$ cat src/rtl/serial_sort_arith_if.sv
// Sample-in / result-out bundle for serial_sort_arith.
// The front-end drives the master side; the sorter implements the slave side.
interface serial_sort_arith_if #(
    parameter int DATA_W = 4,
    parameter int NUM    = 4
);
    localparam int RES_W = DATA_W + $clog2(NUM) + 1;

    logic                     in_valid;
    logic signed [DATA_W-1:0] in_number;
    logic [2:0]               mode;
    logic                     busy;
    logic                     out_valid;
    logic signed [RES_W-1:0]  out_result;

    modport master (
        output in_valid, in_number, mode,
        input  busy, out_valid, out_result
    );

    modport slave (
        input  in_valid, in_number, mode,
        output busy, out_valid, out_result
    );
endinterface

$ cat src/rtl/serial_sort_arith.sv
// Serial frame collector with an odd-even transposition sorter (one pass per cycle)
// followed by a mode-selected reduction that is emitted as a one-cycle result strobe.
module serial_sort_arith #(
    parameter int DATA_W = 4,
    parameter int NUM    = 4
) (
    input logic          clk,
    input logic          rst_n,
    serial_sort_arith_if.slave bus
);
    localparam int RES_W = DATA_W + $clog2(NUM) + 1;
    localparam int IDX_W = $clog2(NUM);
    localparam int MED   = (NUM - 1) / 2;

    typedef enum logic [2:0] {IDLE, LOAD, SORT, CALC, OUT} state_t;

    state_t                   state;
    logic [IDX_W-1:0]         cnt;
    logic [IDX_W-1:0]         pass;
    logic [2:0]               mode_r;
    logic signed [DATA_W-1:0] samp     [NUM];
    logic signed [DATA_W-1:0] samp_nxt [NUM];
    logic signed [RES_W-1:0]  sum_all;
    logic [RES_W-1:0]         neg_cnt;
    logic signed [RES_W-1:0]  calc_res;
    logic signed [RES_W-1:0]  res_r;
    logic                     busy_r;
    logic                     ov_r;

    function automatic logic signed [RES_W-1:0] sext(input logic signed [DATA_W-1:0] x);
        return RES_W'(x);
    endfunction

    // Even passes pair (0,1),(2,3)..; odd passes (1,2),(3,4)..; pairs never overlap.
    always_comb begin
        samp_nxt = samp;
        for (int i = 0; i < NUM - 1; i++) begin
            if (((i % 2) == 1) == pass[0] && samp[i] > samp[i+1]) begin
                samp_nxt[i]   = samp[i+1];
                samp_nxt[i+1] = samp[i];
            end
        end
    end

    always_comb begin
        sum_all = '0;
        neg_cnt = '0;
        for (int i = 0; i < NUM; i++) begin
            sum_all = sum_all + sext(samp[i]);
            neg_cnt = neg_cnt + RES_W'(samp[i][DATA_W-1]);
        end
    end

    always_comb begin
        calc_res = '0;
        case (mode_r)
            3'd0:    calc_res = sext(samp[0]) + sext(samp[1]);
            3'd1:    calc_res = sext(samp[1]) - sext(samp[0]);
            3'd2:    calc_res = sext(samp[NUM-1]) - sext(samp[NUM-2]);
            3'd3:    calc_res = sext(samp[0]) + sext(samp[NUM-1]);
            3'd4:    calc_res = sum_all;
            3'd5:    calc_res = sext(samp[MED]);
            3'd6:    calc_res = sext(samp[NUM-1]) - sext(samp[0]);
            3'd7:    calc_res = signed'(neg_cnt);
            default: calc_res = '0;
        endcase
    end

    always_ff @(posedge clk or negedge rst_n) begin
        if (!rst_n) begin
            state  <= IDLE;
            cnt    <= '0;
            pass   <= '0;
            mode_r <= '0;
            busy_r <= 1'b0;
            ov_r   <= 1'b0;
            res_r  <= '0;
            for (int i = 0; i < NUM; i++) samp[i] <= '0;
        end else begin
            // Result register is only non-zero during the single OUT cycle.
            ov_r  <= 1'b0;
            res_r <= '0;
            case (state)
                IDLE: begin
                    if (bus.in_valid) begin
                        samp[0] <= bus.in_number;
                        mode_r  <= bus.mode;
                        cnt     <= IDX_W'(1);
                        state   <= LOAD;
                    end
                end
                LOAD: begin
                    if (bus.in_valid) begin
                        samp[cnt] <= bus.in_number;
                        if (cnt == IDX_W'(NUM - 1)) begin
                            pass   <= '0;
                            busy_r <= 1'b1;
                            state  <= SORT;
                        end else begin
                            cnt <= cnt + 1'b1;
                        end
                    end else begin
                        cnt   <= '0;
                        state <= IDLE;
                    end
                end
                SORT: begin
                    samp <= samp_nxt;
                    if (pass == IDX_W'(NUM - 1)) state <= CALC;
                    else                         pass  <= pass + 1'b1;
                end
                CALC: begin
                    res_r  <= calc_res;
                    ov_r   <= 1'b1;
                    busy_r <= 1'b0;
                    cnt    <= '0;
                    state  <= OUT;
                end
                OUT: begin
                    if (bus.in_valid) begin
                        samp[0] <= bus.in_number;
                        mode_r  <= bus.mode;
                        cnt     <= IDX_W'(1);
                        state   <= LOAD;
                    end else begin
                        state <= IDLE;
                    end
                end
                default: state <= IDLE;
            endcase
        end
    end

    assign bus.busy       = busy_r;
    assign bus.out_valid  = ov_r;
    assign bus.out_result = res_r;
endmodule

$ cat src/flat_wrapper.sv
// flat-port wrapper written by rule: the top's interface ports become plain ports
module serial_sort_arith_flat 
#(
    parameter int DATA_W = 4,
    parameter int NUM    = 4
)
  (clk, rst_n, bus_in_valid, bus_in_number, bus_mode, bus_busy, bus_out_valid, bus_out_result);
  serial_sort_arith_if #(.DATA_W(DATA_W), .NUM(NUM)) bus_i ();
  input logic clk;
  input logic rst_n;
  input wire logic [$bits(bus_i.in_valid)-1:0] bus_in_valid;
  input wire logic [$bits(bus_i.in_number)-1:0] bus_in_number;
  input wire logic [$bits(bus_i.mode)-1:0] bus_mode;
  output wire logic [$bits(bus_i.busy)-1:0] bus_busy;
  output wire logic [$bits(bus_i.out_valid)-1:0] bus_out_valid;
  output wire logic [$bits(bus_i.out_result)-1:0] bus_out_result;
  assign bus_i.in_valid = bus_in_valid;
  assign bus_i.in_number = bus_in_number;
  assign bus_i.mode = bus_mode;
  assign bus_busy = bus_i.busy;
  assign bus_out_valid = bus_i.out_valid;
  assign bus_out_result = bus_i.out_result;
  serial_sort_arith #(.DATA_W(DATA_W), .NUM(NUM)) u_core (.clk(clk), .rst_n(rst_n), .bus(bus_i));
endmodule
$ cat config.mk
export PLATFORM = sky130hd
export DESIGN_NAME = serial_sort_arith_flat
export DESIGN_NICKNAME = d
export VERILOG_FILES = /design/src/rtl/serial_sort_arith_if.sv /design/src/rtl/serial_sort_arith.sv /design/src/flat_wrapper.sv
export SDC_FILE = /design/constraint.sdc
export NUM_CORES = 1
export LEC_CHECK = 0
export CAP_MARGIN = 20
export CORE_UTILIZATION = 45
export CTS_CLUSTER_SIZE = 20
export DETAILED_ROUTE_END_ITERATION = 12
export GPL_TIMING_DRIVEN = 0
export PLACE_DENSITY = 0.73
export SLEW_MARGIN = 20
export SYNTH_ARGS = -nofsm -noshare
export SYNTH_HDL_FRONTEND = slang
export SYNTH_SLANG_ARGS = --single-unit
$ cat constraint.sdc
create_clock -name clk -period 3.5 [get_ports clk]
set_input_delay 0.525 -clock clk [delete_from_list [all_inputs] [get_ports clk]]
set_output_delay 0.525 -clock clk [all_outputs]
set_load 0.1 [all_outputs]
==> run summary, run 1 <==
- **Clock Sink Count** 35
- **crit share post-route** 96.1%
- **fill cell total of the finished layout** 641
- **result of the run** finished clean
- **synthesized instance count** 359
- **arrival time of data at the critical path endpoint** 3570 ps
- **maximum number of pins on one net before global-route repair** 22
- **estimated wirelength of the detail-placed design** 6950 um
- **total of warnings raised by yosys** 0
- **residual antenna-violating net count after detailed routing** 0
- **required time reported for the critical path endpoint** 3710 ps
- **CTS tree** built
- **via density per instance** 5.93
- **proportion of layout cells with a drive suffix above 1** 11.7%
- **DRC** 0
- **cells along the critical path** ha_1 -> fa_2 -> inv_1 -> fa_1 -> inv_1 -> ha_1 -> a211oi_2 -> nor3b_2 -> o22ai_1 -> or3_1 -> a31oi_1
- **count of cell instances traversed by the critical path** 11
- **Final Slew Violations** 0
- **sort of element at the start of the critical path** flip-flop
- **Crit Reg-Reg Startpoint** u_core.samp[12]
- **Register-to-Register Setup Slack** 140 ps
- **commonest non-fill, non-tap cell in the layout** sky130_fd_sc_hd__ha_1
- **Synth-to-Final Area Change** 13.8%
- **die area** 0.00782 sq mm
- **Worst setup endpoint** u_core.bus.out_result[5]
- **via count of the first global-routing pass** 2915
- **kind of critical path** flip-flop to flip-flop
- **worst setup path startpoint** u_core.samp[12]
- **Async SR Flop Fraction** 100%
- **relative max-transition margin** 35.4%
- **Worst setup EP type** flip-flop
- **mean routed wirelength per cell** 18.3 um
- **sum of buffers and inverters on the critical path** 2
- **cell types with the largest area share after synthesis** sky130_fd_sc_hd__dfrtp_1 26%, sky130_fd_sc_hd__ha_1 16%, sky130_fd_sc_hd__fa_1 4.8%
- **Starting Density** 46.3%
- **maximum clock rate** 297 MHz
- **pin slew with the least headroom to its limit** 966 ps
- **number of rows in the core area** 31
- **Register-to-Register Path Depth** 11
- **maxcap violations** 0
- **FF+latch count, synth** 35
- **final net count** 445
- **final setup fails** 0
- **Total GRT Usage** 24.5%
- **Hold Vio Cnt, Final** 0
- **maximum level of the CTS H-tree** 2
- **setup fix buffers added after clock tree synthesis** 0
- **endpoint of the lowest-slack register-to-register path** u_core.bus.out_result[5]
- **DRT iter0 DRCs** 322
- **CP max FO** 6
- **cell chosen for the clock root** sky130_fd_sc_hd__clkbuf_8
- **routed wire length** 8880 um
- **die outline width** 88.4 um
- **min Tclk post-route** 3360 ps
- **maximum single-stage delay on the critical path** 580 ps
- **TritonRoute pass-1 iters** 4
- **antenna violations before repair** 0
- **Clock transition at path regs** 80 ps
- **cell type contributing the most total cell area after synthesis** sky130_fd_sc_hd__dfrtp_1
- **fraction of post-synthesis cell area in the top cell type by area** 26.1%
- **maximum clock skew at final layout** 10.4 ps
- **main flop type after synthesis** sky130_fd_sc_hd__dfrtp_1
- **commonest non-fill, non-tap cells in the layout** 42 x sky130_fd_sc_hd__ha_1, 32 x sky130_fd_sc_hd__inv_1, 32 x sky130_fd_sc_hd__dfrtp_1
- **via count** 2876
- **Yosys cell types** 62
- **global-route wire length before repair** 14500 um
- **Core ar.** 0.00725 sq mm
- **netlist area before placement** 0.00336 sq mm
- **number of clock buffers inserted by TritonCTS** 5
- **Die H** 88.4 um
- **clock insertion delay at the later pin of the skew report** 300 ps
- **worst min-delay path category** input port to asynchronous set/reset pin
- **Final Hold Slack** 137 ps
- **total of buffers placed on input and output ports** 18
- **Max Root-Sink Buffers** 2
- **number of buffers inserted for hold repair after clock tree synthesis** 0
- **average footprint of a synthesized cell** 9.36 sq um
- **# diodes** 0
- **Post-synth EDFFs** 0
- **highest-delay cell along the critical path** sky130_fd_sc_hd__fa_2
- **global placer's final weighted congestion** 0.936
- **CP top delay family** adder cells
- **sequential element share of the synthesized area** 26.1%
- **number of ports placed on the die boundary** 19
- **net count of the mapped netlist** 419
- **GRT Residual Overflow** 0
[area by class of cell]
| class | count | area [sq um] | share of cell area, % |
|---|---|---|---|
| Clock buffer | 6 | 72.6 | 1.90 |
| Buffer | 16 | 62.6 | 1.64 |
| Clock inverter | 2 | 12.5 | 0.327 |
| Tap cell | 99 | 124 | 3.24 |
| Sequential cell | 35 | 880 | 23.0 |
| Inverter | 33 | 124 | 3.24 |
| Timing Repair Buffer | 19 | 203 | 5.30 |
| Multi-Input combinational cell | 275 | 2350 | 61.4 |
[worst min path at each step]
stage | to | slack [ps] | cells past startpoint
finish | u_core.state[2] | 140 | 1
floorplan | u_core.bus.busy | 230 | 0
global route | u_core.state[1] | 160 | 1
CTS | u_core.state[2] | 140 | 1
global placement | u_core.bus.busy | 490 | 2
detailed placement | u_core.state[2] | 470 | 1
[kinds of logic (layout without fill, tap and decap cells)]
group	after synthesis	in the layout	synth area share, %
AO/OA/AOI/OAI	107	107	23.3
AND/OR/NAND/NOR	85	85	14.4
adder cells (fa/ha/maj)	50	50	20.4
buffers and inverters	49	76	5.55
flip-flops	35	35	26.1
multiplexers	23	23	7.67
XOR/XNOR	10	10	2.61
[metrics by stage]
stage	setup WS [ps]	TNS (ps)	cell area [sq um]	instances	utilization [%]
CTS	0.841	0	3780	485	52.2
global placement	-3.47	-4.26	3660	476	50.5
finish	135	0	3820	485	52.7
detailed placement	-34.1	-55.8	3690	477	50.8
global route	-7.64	-14.1	3820	485	52.7
floorplan	476	0	3360	359	-
[synthesized netlist by cell type (6+ instances only)]
| cell type | n |
|---|---|
| sky130_fd_sc_hd__a211oi_1 | 10 |
| sky130_fd_sc_hd__a21o_1 | 6 |
| sky130_fd_sc_hd__a21oi_1 | 19 |
| sky130_fd_sc_hd__a31oi_1 | 7 |
| sky130_fd_sc_hd__clkbuf_1 | 13 |
| sky130_fd_sc_hd__dfrtp_1 | 35 |
| sky130_fd_sc_hd__fa_1 | 8 |
| sky130_fd_sc_hd__ha_1 | 42 |
| sky130_fd_sc_hd__inv_1 | 33 |
| sky130_fd_sc_hd__mux2_2 | 12 |
| sky130_fd_sc_hd__mux2i_1 | 10 |
| sky130_fd_sc_hd__nand2_1 | 16 |
| sky130_fd_sc_hd__nand2b_1 | 6 |
| sky130_fd_sc_hd__nand3_1 | 7 |
| sky130_fd_sc_hd__nor2_1 | 13 |
| sky130_fd_sc_hd__nor2b_1 | 12 |
| sky130_fd_sc_hd__nor3_1 | 6 |
| sky130_fd_sc_hd__o21ai_0 | 16 |
| sky130_fd_sc_hd__xnor2_1 | 8 |
[metal layers]
metal	global-route usage, %	vias to the layer above	wire length, um
met5	0	-	0
met4	7.04	0	112
met3	2.61	11	560
met2	41.1	102	4190
met1	33.6	1365	4010
li1	-	1398	-
[state kept, by name, summed over array words and instances (netlist names)]
name                   cells
u_core.bus.out_result      7
u_core.cnt                 2
u_core.bus.out_valid       1
u_core.bus.busy            1
u_core.samp               16
u_core.mode_r              3
u_core.state               3
u_core.pass                2
[repair_timing]
action	4_1_cts	5_1_grt
cloned	0	0
gates resized for setup	4	11
setup endpoints to repair	3	4
pin swaps	0	2
Power of run 1 is left out: the tool's default activity adds up to more than one toggle a clock period on the data nets, which glitch-free logic cannot reach.
==> run 2, diff against run 1 <==
--- a/config.mk
+++ b/config.mk
@@ -6,11 +6,14 @@
 export NUM_CORES = 1
 export LEC_CHECK = 0
 export CAP_MARGIN = 20
+export CELL_PAD_IN_SITES_DETAIL_PLACEMENT = 0
+export CELL_PAD_IN_SITES_GLOBAL_PLACEMENT = 1
 export CORE_UTILIZATION = 45
 export CTS_CLUSTER_SIZE = 20
 export DETAILED_ROUTE_END_ITERATION = 12
 export GPL_TIMING_DRIVEN = 0
-export PLACE_DENSITY = 0.73
+export HOLD_SLACK_MARGIN = 0.15
+export PLACE_DENSITY = 0.87
 export SLEW_MARGIN = 20
 export SYNTH_ARGS = -nofsm -noshare
 export SYNTH_HDL_FRONTEND = slang
==> run 2 against run 1 <==
Effect of this change: hold slack improved by 380 ps; worst setup slack better by 64 ps; register-to-register slack better by 60 ps; first-iteration DRC count is 43% lower; global-route usage grew 0.25 points; core utilization up 0.53 points; final cell count is 1.2% higher; fmax rose by 2.0%.
==> run summary, run 2 (synthesis results as in run 1) <==
- **DRC** 0, unchanged
- **sort of element at the start of the critical path** flip-flop
- **global-route wire length before repair** 14600 um, +0.77%
- **via count of the first global-routing pass** 2873, -1.4%
- **Synth-to-Final Area Change** 15.0%
- **antenna violations before repair** 0, unchanged
- **commonest non-fill, non-tap cells in the layout** 42 x sky130_fd_sc_hd__ha_1, 32 x sky130_fd_sc_hd__inv_1, 31 x sky130_fd_sc_hd__dfrtp_1
- **number of clock buffers inserted by TritonCTS** 5, unchanged
- **min Tclk post-route** 3300 ps, -64.5 ps
- **commonest non-fill, non-tap cell in the layout** sky130_fd_sc_hd__ha_1
- **proportion of layout cells with a drive suffix above 1** 12.8%, +1.1 points
- **minimum setup slack after placement** 44.3 ps, +78.4 ps
- **Clock Sink Count** 35, unchanged
- **global placer's final weighted congestion** 0.890, -4.9%
- **die outline width** 88.4 um, unchanged
- **Worst setup EP type** flip-flop
- **Max Root-Sink Buffers** 2, unchanged
- **arrival time of data at the critical path endpoint** 3520 ps, -50 ps
- **setup repair after global routing missed its margin** false
- **# diodes** 0, unchanged
- **worst min-delay path category** flip-flop to flip-flop
- **final net count** 451, +1.3%
- **Die H** 88.4 um, unchanged
- **CP max FO** 5, -1
- **estimated wirelength of the detail-placed design** 7030 um, +1.1%
- **DRT iter0 DRCs** 183, -43%
- **kind of critical path** flip-flop to flip-flop
- **post-route setup slack** 200 ps, +64.5 ps
- **residual antenna-violating net count after detailed routing** 0, unchanged
- **result of the run** finished clean
- **cell chosen for the clock root** sky130_fd_sc_hd__clkbuf_8
- **Register-to-Register Setup Slack** 200 ps, +60 ps
- **area taken by multi-input logic gates** 0.00233 sq mm, -0.59%
- **final setup TNS** 0 ps, unchanged
- **TritonRoute pass-1 iters** 5, +1
- **register area** 881 sq um, +0.14%
- **mean routed wirelength per cell** 18.5 um, +1.0%
- **Hold Vio Cnt, Final** 0, unchanged
- **maximum clock skew at final layout** 6.56 ps, -3.86 ps
- **Final Slew Violations** 0, unchanged
- **pin slew with the least headroom to its limit** 975 ps, +9.16 ps
- **Starting Density** 46.3%, unchanged
- **maximum clock rate** 303 MHz, +2.0%
- **max reg flops** 16, unchanged
- **via count** 2974, +3.4%
- **routed wire length** 9080 um, +2.3%
- **maxcap violations** 0, unchanged
- **fill cell total of the finished layout** 675, +5.3%
- **maximum number of pins on one net before global-route repair** 27, +23%
- **required time reported for the critical path endpoint** 3720 ps, about the same
- **CTS tree** built
- **Core ar.** 0.00725 sq mm, unchanged
- **number of ports placed on the die boundary** 19, unchanged
- **clock insertion delay at the later pin of the skew report** 300 ps, about the same
- **Clock transition at path regs** 80 ps, about the same
- **die area** 0.00782 sq mm, unchanged
- **top register by number of flip-flops** u_core.samp
- **GRT Residual Overflow** 0, unchanged
- **number of rows in the core area** 31, unchanged
- **maximum level of the CTS H-tree** 2, unchanged
- **relative max-transition margin** 34.8%, -0.61 points
- **total of buffers placed on input and output ports** 18, unchanged
- **Total GRT Usage** 24.8%, +0.25 points
- **via density per instance** 6.06, +2.1%
- **final setup fails** 0, unchanged
- **crit share post-route** 94.3%, -1.8 points
==> run 2: critical path: stages, from the launching register on <==
cell	delay, ps
sky130_fd_sc_hd__dfrtp_2	460
sky130_fd_sc_hd__clkinvlp_4	120
sky130_fd_sc_hd__ha_1	300
sky130_fd_sc_hd__inv_1	40
sky130_fd_sc_hd__a21o_1	160
sky130_fd_sc_hd__a21oi_2	200
sky130_fd_sc_hd__xnor2_2	170
sky130_fd_sc_hd__inv_1	70
sky130_fd_sc_hd__ha_1	310
sky130_fd_sc_hd__a21oi_1	180
sky130_fd_sc_hd__xnor2_1	160
sky130_fd_sc_hd__ha_1	290
sky130_fd_sc_hd__o21a_1	110
sky130_fd_sc_hd__o31a_1	110
sky130_fd_sc_hd__nor4b_1	270
sky130_fd_sc_hd__o21bai_1	110
sky130_fd_sc_hd__a21oi_1	150
==> run 2: area by class of cell <==
cell class | count | area share [%]
multi-input combinational | 275 | 60.4
sequential | 35 | 22.8
timing repair buffer | 25 | 6.28
inverter | 33 | 3.30
tap | 99 | 3.21
clock buffer | 5 | 1.78
buffer | 16 | 1.62
clock inverter | 3 | 0.615
==> run 2: what timing repair did <==
| action | 4_1_cts | 5_1_grt |
|---|---|---|
| gates resized for setup | 1 | 12 |
| hold endpoints to repair | 9 | 0 |
| setup endpoints to repair | 1 | 4 |
| buffers inserted | 0 | 5 |
| pin swaps | 0 | 4 |
| hold buffers | 1 | 0 |
==> run 2: routing by layer <==
layer	wire length (um)	part of all wire [%]	vias to the layer above	track usage (%)
li1	-	-	1394	-
met1	4040	45	1446	33.2
met2	4370	48	112	42.7
met3	440	4.8	22	3.26
met4	226	2.5	0	5.57
met5	0	0	-	0
==> run 2: worst paths after layout <==
path | depth (start not counted) | startpoint | to
max in group asynchronous | 3 | rst_n | u_core.samp[12]
max reg2reg | 16 | u_core.samp[13] | u_core.bus.out_result[6]
max | 16 | u_core.samp[13] | u_core.bus.out_result[6]
min reg2reg | 2 | u_core.bus.busy | u_core.bus.busy
min | 2 | u_core.bus.busy | u_core.bus.busy
min in group asynchronous | 2 | rst_n | u_core.mode_r[1]
==> run 2: through the flow <==
stage	util, %	hold WS [ps]	cells	cell area [sq um]
global placement	50.5	487	476	3660
detailed placement	50.7	403	477	3680
finish	53.3	518	491	3860
floorplan	-	229	359	3360
CTS	52.1	520	486	3780
global route	53.3	523	491	3860
Power of run 2 is left out for the same reason.
==> run 3, diff against run 2 <==
--- a/config.mk
+++ b/config.mk
@@ -8,6 +8,7 @@
 export CAP_MARGIN = 20
 export CELL_PAD_IN_SITES_DETAIL_PLACEMENT = 0
 export CELL_PAD_IN_SITES_GLOBAL_PLACEMENT = 1
+export CORE_MARGIN = 1.5
 export CORE_UTILIZATION = 45
 export CTS_CLUSTER_SIZE = 20
 export DETAILED_ROUTE_END_ITERATION = 12
==> run 3 against run 2 <==
Effect of this change: sequential share of layout area hardly changed; design area is 0.23% lower; critical path depth is 5 lower; core utilization is 0.12 points lower; wire length is 0.44% lower; via count is 0.98% lower; clock-buffer cell count stayed put; clock skew is 1.5 ps lower; final cell count is 1.0% lower; first-iteration DRC count is 24% lower; fmax is 1.1% lower.
==> run summary, run 3 (synthesis results as in run 1) <==
- **max reg flops** 16, unchanged
- **via count of the first global-routing pass** 2914, +1.4%
- **met2 global-route usage** 40.2%, -2.5 points
- **min Tclk post-route** 3340 ps, +36.4 ps
- **grt met1 use** 32.1%, -1.1 points
- **DRT iter0 DRCs** 139, -24%
- **crit share post-route** 95.3%, +1.0 points
- **minimum setup slack after placement** -53.0 ps, -97.4 ps
- **final net count** 447, -0.89%
- **CP max FO** 6, +1
- **via count** 2945, -0.98%
- **residual antenna-violating net count after detailed routing** 0, unchanged
- **result of the run** finished clean
- **library cell appearing most often on the critical path** sky130_fd_sc_hd__ha_1
- **# diodes** 0, unchanged
- **maximum clock skew at final layout** 5.06 ps, -1.50 ps
- **number of rows in the core area** 31, unchanged
- **kind of critical path** flip-flop to flip-flop
- **post-route setup slack** 163 ps, -36.4 ps
- **Die H** 89.4 um, +1.1%
- **maximum number of pins on one net before global-route repair** 24, -11%
- **cell chosen for the clock root** sky130_fd_sc_hd__clkbuf_8
- **routing usage on met3** 3.79%, +0.52 points
- **number of buffers inserted for hold repair after clock tree synthesis** 0, -1
- **maximum level of the CTS H-tree** 2, unchanged
- **mean routed wirelength per cell** 18.6 um, +0.58%
- **Starting Density** 46.3%, unchanged
- **Clock transition at path regs** 80 ps, about the same
- **total of buffers placed on input and output ports** 18, unchanged
- **worst setup path startpoint** u_core.samp[12]
- **pin slew with the least headroom to its limit** 975 ps, +0.237 ps
- **arrival time of data at the critical path endpoint** 3550 ps, +30 ps
- **highest-delay cell along the critical path** sky130_fd_sc_hd__dfrtp_2
- **maxcap violations** 0, unchanged
- **DRC** 0, unchanged
- **antenna violations before repair** 0, unchanged
- **via density per instance** 6.06, about the same
- **Synth-to-Final Area Change** 14.7%
- **cells along the critical path** ha_1 -> fa_1 -> xnor2_2 -> ha_1 -> a21oi_1 -> xnor2_1 -> ha_1 -> nor3b_2 -> o22ai_1 -> or3_1 -> a31oi_1
- **die area** 0.00799 sq mm, +2.3%
- **clock insertion delay at the later pin of the skew report** 290 ps, about the same
- **commonest non-fill, non-tap cell in the layout** sky130_fd_sc_hd__ha_1
- **GRT Residual Overflow** 0, unchanged
- **maximum clock rate** 300 MHz, -1.1%
- **Final Slew Violations** 0, unchanged
- **commonest non-fill, non-tap cells in the layout** 42 x sky130_fd_sc_hd__ha_1, 32 x sky130_fd_sc_hd__inv_1, 32 x sky130_fd_sc_hd__dfrtp_1
- **proportion of layout cells with a drive suffix above 1** 11.4%, -1.4 points
- **number of ports placed on the die boundary** 19, unchanged
- **maximum single-stage delay on the critical path** 480 ps, +20 ps
- **Max Root-Sink Buffers** 2, unchanged
- **relative max-transition margin** 34.8%, about the same
- **CTS tree** built
- **TritonRoute pass-1 iters** 6, +1
- **top register by number of flip-flops** u_core.samp
- **die outline width** 89.4 um, +1.1%
- **final setup fails** 0, unchanged
- **Crit Reg-Reg Startpoint** u_core.samp[12]
- **worst min-delay path category** input port to asynchronous set/reset pin
- **Clock Sink Count** 35, unchanged
- **area taken by multi-input logic gates** 0.00234 sq mm, +0.16%
- **register area** 880 sq um, -0.14%
- **global-route layer with the greatest usage** met2
- **fill cell total of the finished layout** 677, +0.30%
- **Core ar.** 0.00725 sq mm, unchanged
- **estimated wirelength of the detail-placed design** 6920 um, -1.4%
- **Hold Vio Cnt, Final** 0, unchanged
- **global placer's final weighted congestion** 0.907, +1.8%
- **number of clock buffers inserted by TritonCTS** 5, unchanged
- **global-route wire length before repair** 14600 um, about the same
- **required time reported for the critical path endpoint** 3710 ps, about the same
- **Total GRT Usage** 24.0%, -0.76 points
- **Worst setup EP type** flip-flop
- **routed wire length** 9040 um, -0.44%
- **sort of element at the start of the critical path** flip-flop
==> run 3: cell type report <==
| type | count | area share (%) |
|---|---|---|
| repair buffers | 21 | 5.65 |
| clock inverters | 2 | 0.974 |
| multi-input cells | 275 | 60.6 |
| clock buffers | 5 | 1.79 |
| flip-flops and latches | 35 | 22.8 |
| plain buffers | 16 | 1.62 |
| well taps | 99 | 3.21 |
| inverters | 33 | 3.31 |
==> run 3: critical path, delay by kind of cell, from the launching register on <==
family / cells / cell delay (ps)
compound gates: 3 / 510
xor+xnor: 2 / 380
fa+ha+maj: 4 / 1350
flops: 1 / 480
simple gates: 2 / 530
==> run 3: per-stage QoR <==
| step | setup TNS (ps) | instance area (sq um) | cells | hold WS [ps] | utilization, % |
|---|---|---|---|---|---|
| after floorplan | 0 | 3360 | 359 | 229 | - |
| after global placement | -4.86 | 3660 | 476 | 486 | 50.5 |
| after detailed placement | -53.0 | 3690 | 477 | 460 | 50.8 |
| after CTS | 0 | 3800 | 484 | 153 | 52.4 |
| after global routing | -1.17 | 3850 | 486 | 161 | 53.1 |
| final | 0 | 3850 | 486 | 137 | 53.1 |
==> run 3: path summary, 6_finish.rpt <==
kind                                            end  slack [ps]  depth (start not counted)
min in group clk                    u_core.bus.busy         510                          2
max in group asynchronous           u_core.samp[12]        2910                          2
min                                u_core.mode_r[1]         140                          1
max                        u_core.bus.out_result[5]         160                         11
min reg2reg                         u_core.bus.busy         510                          2
max reg2reg                u_core.bus.out_result[5]         160                         11
==> run 3: what timing repair did <==
| action | in CTS | in global routing |
|---|---|---|
| resized for setup | 2 | 9 |
| setup buffers | 0 | 2 |
| setup endpoints to repair | 2 | 3 |
| pin swaps | 0 | 1 |
==> run 3: metal layers <==
layer  vias up  wire, um
li1       1392         -
met1      1433      4120
met2       103      4270
met3        17       446
met4         0       198
met5         -         0
Power of run 3 is left out for the same reason.
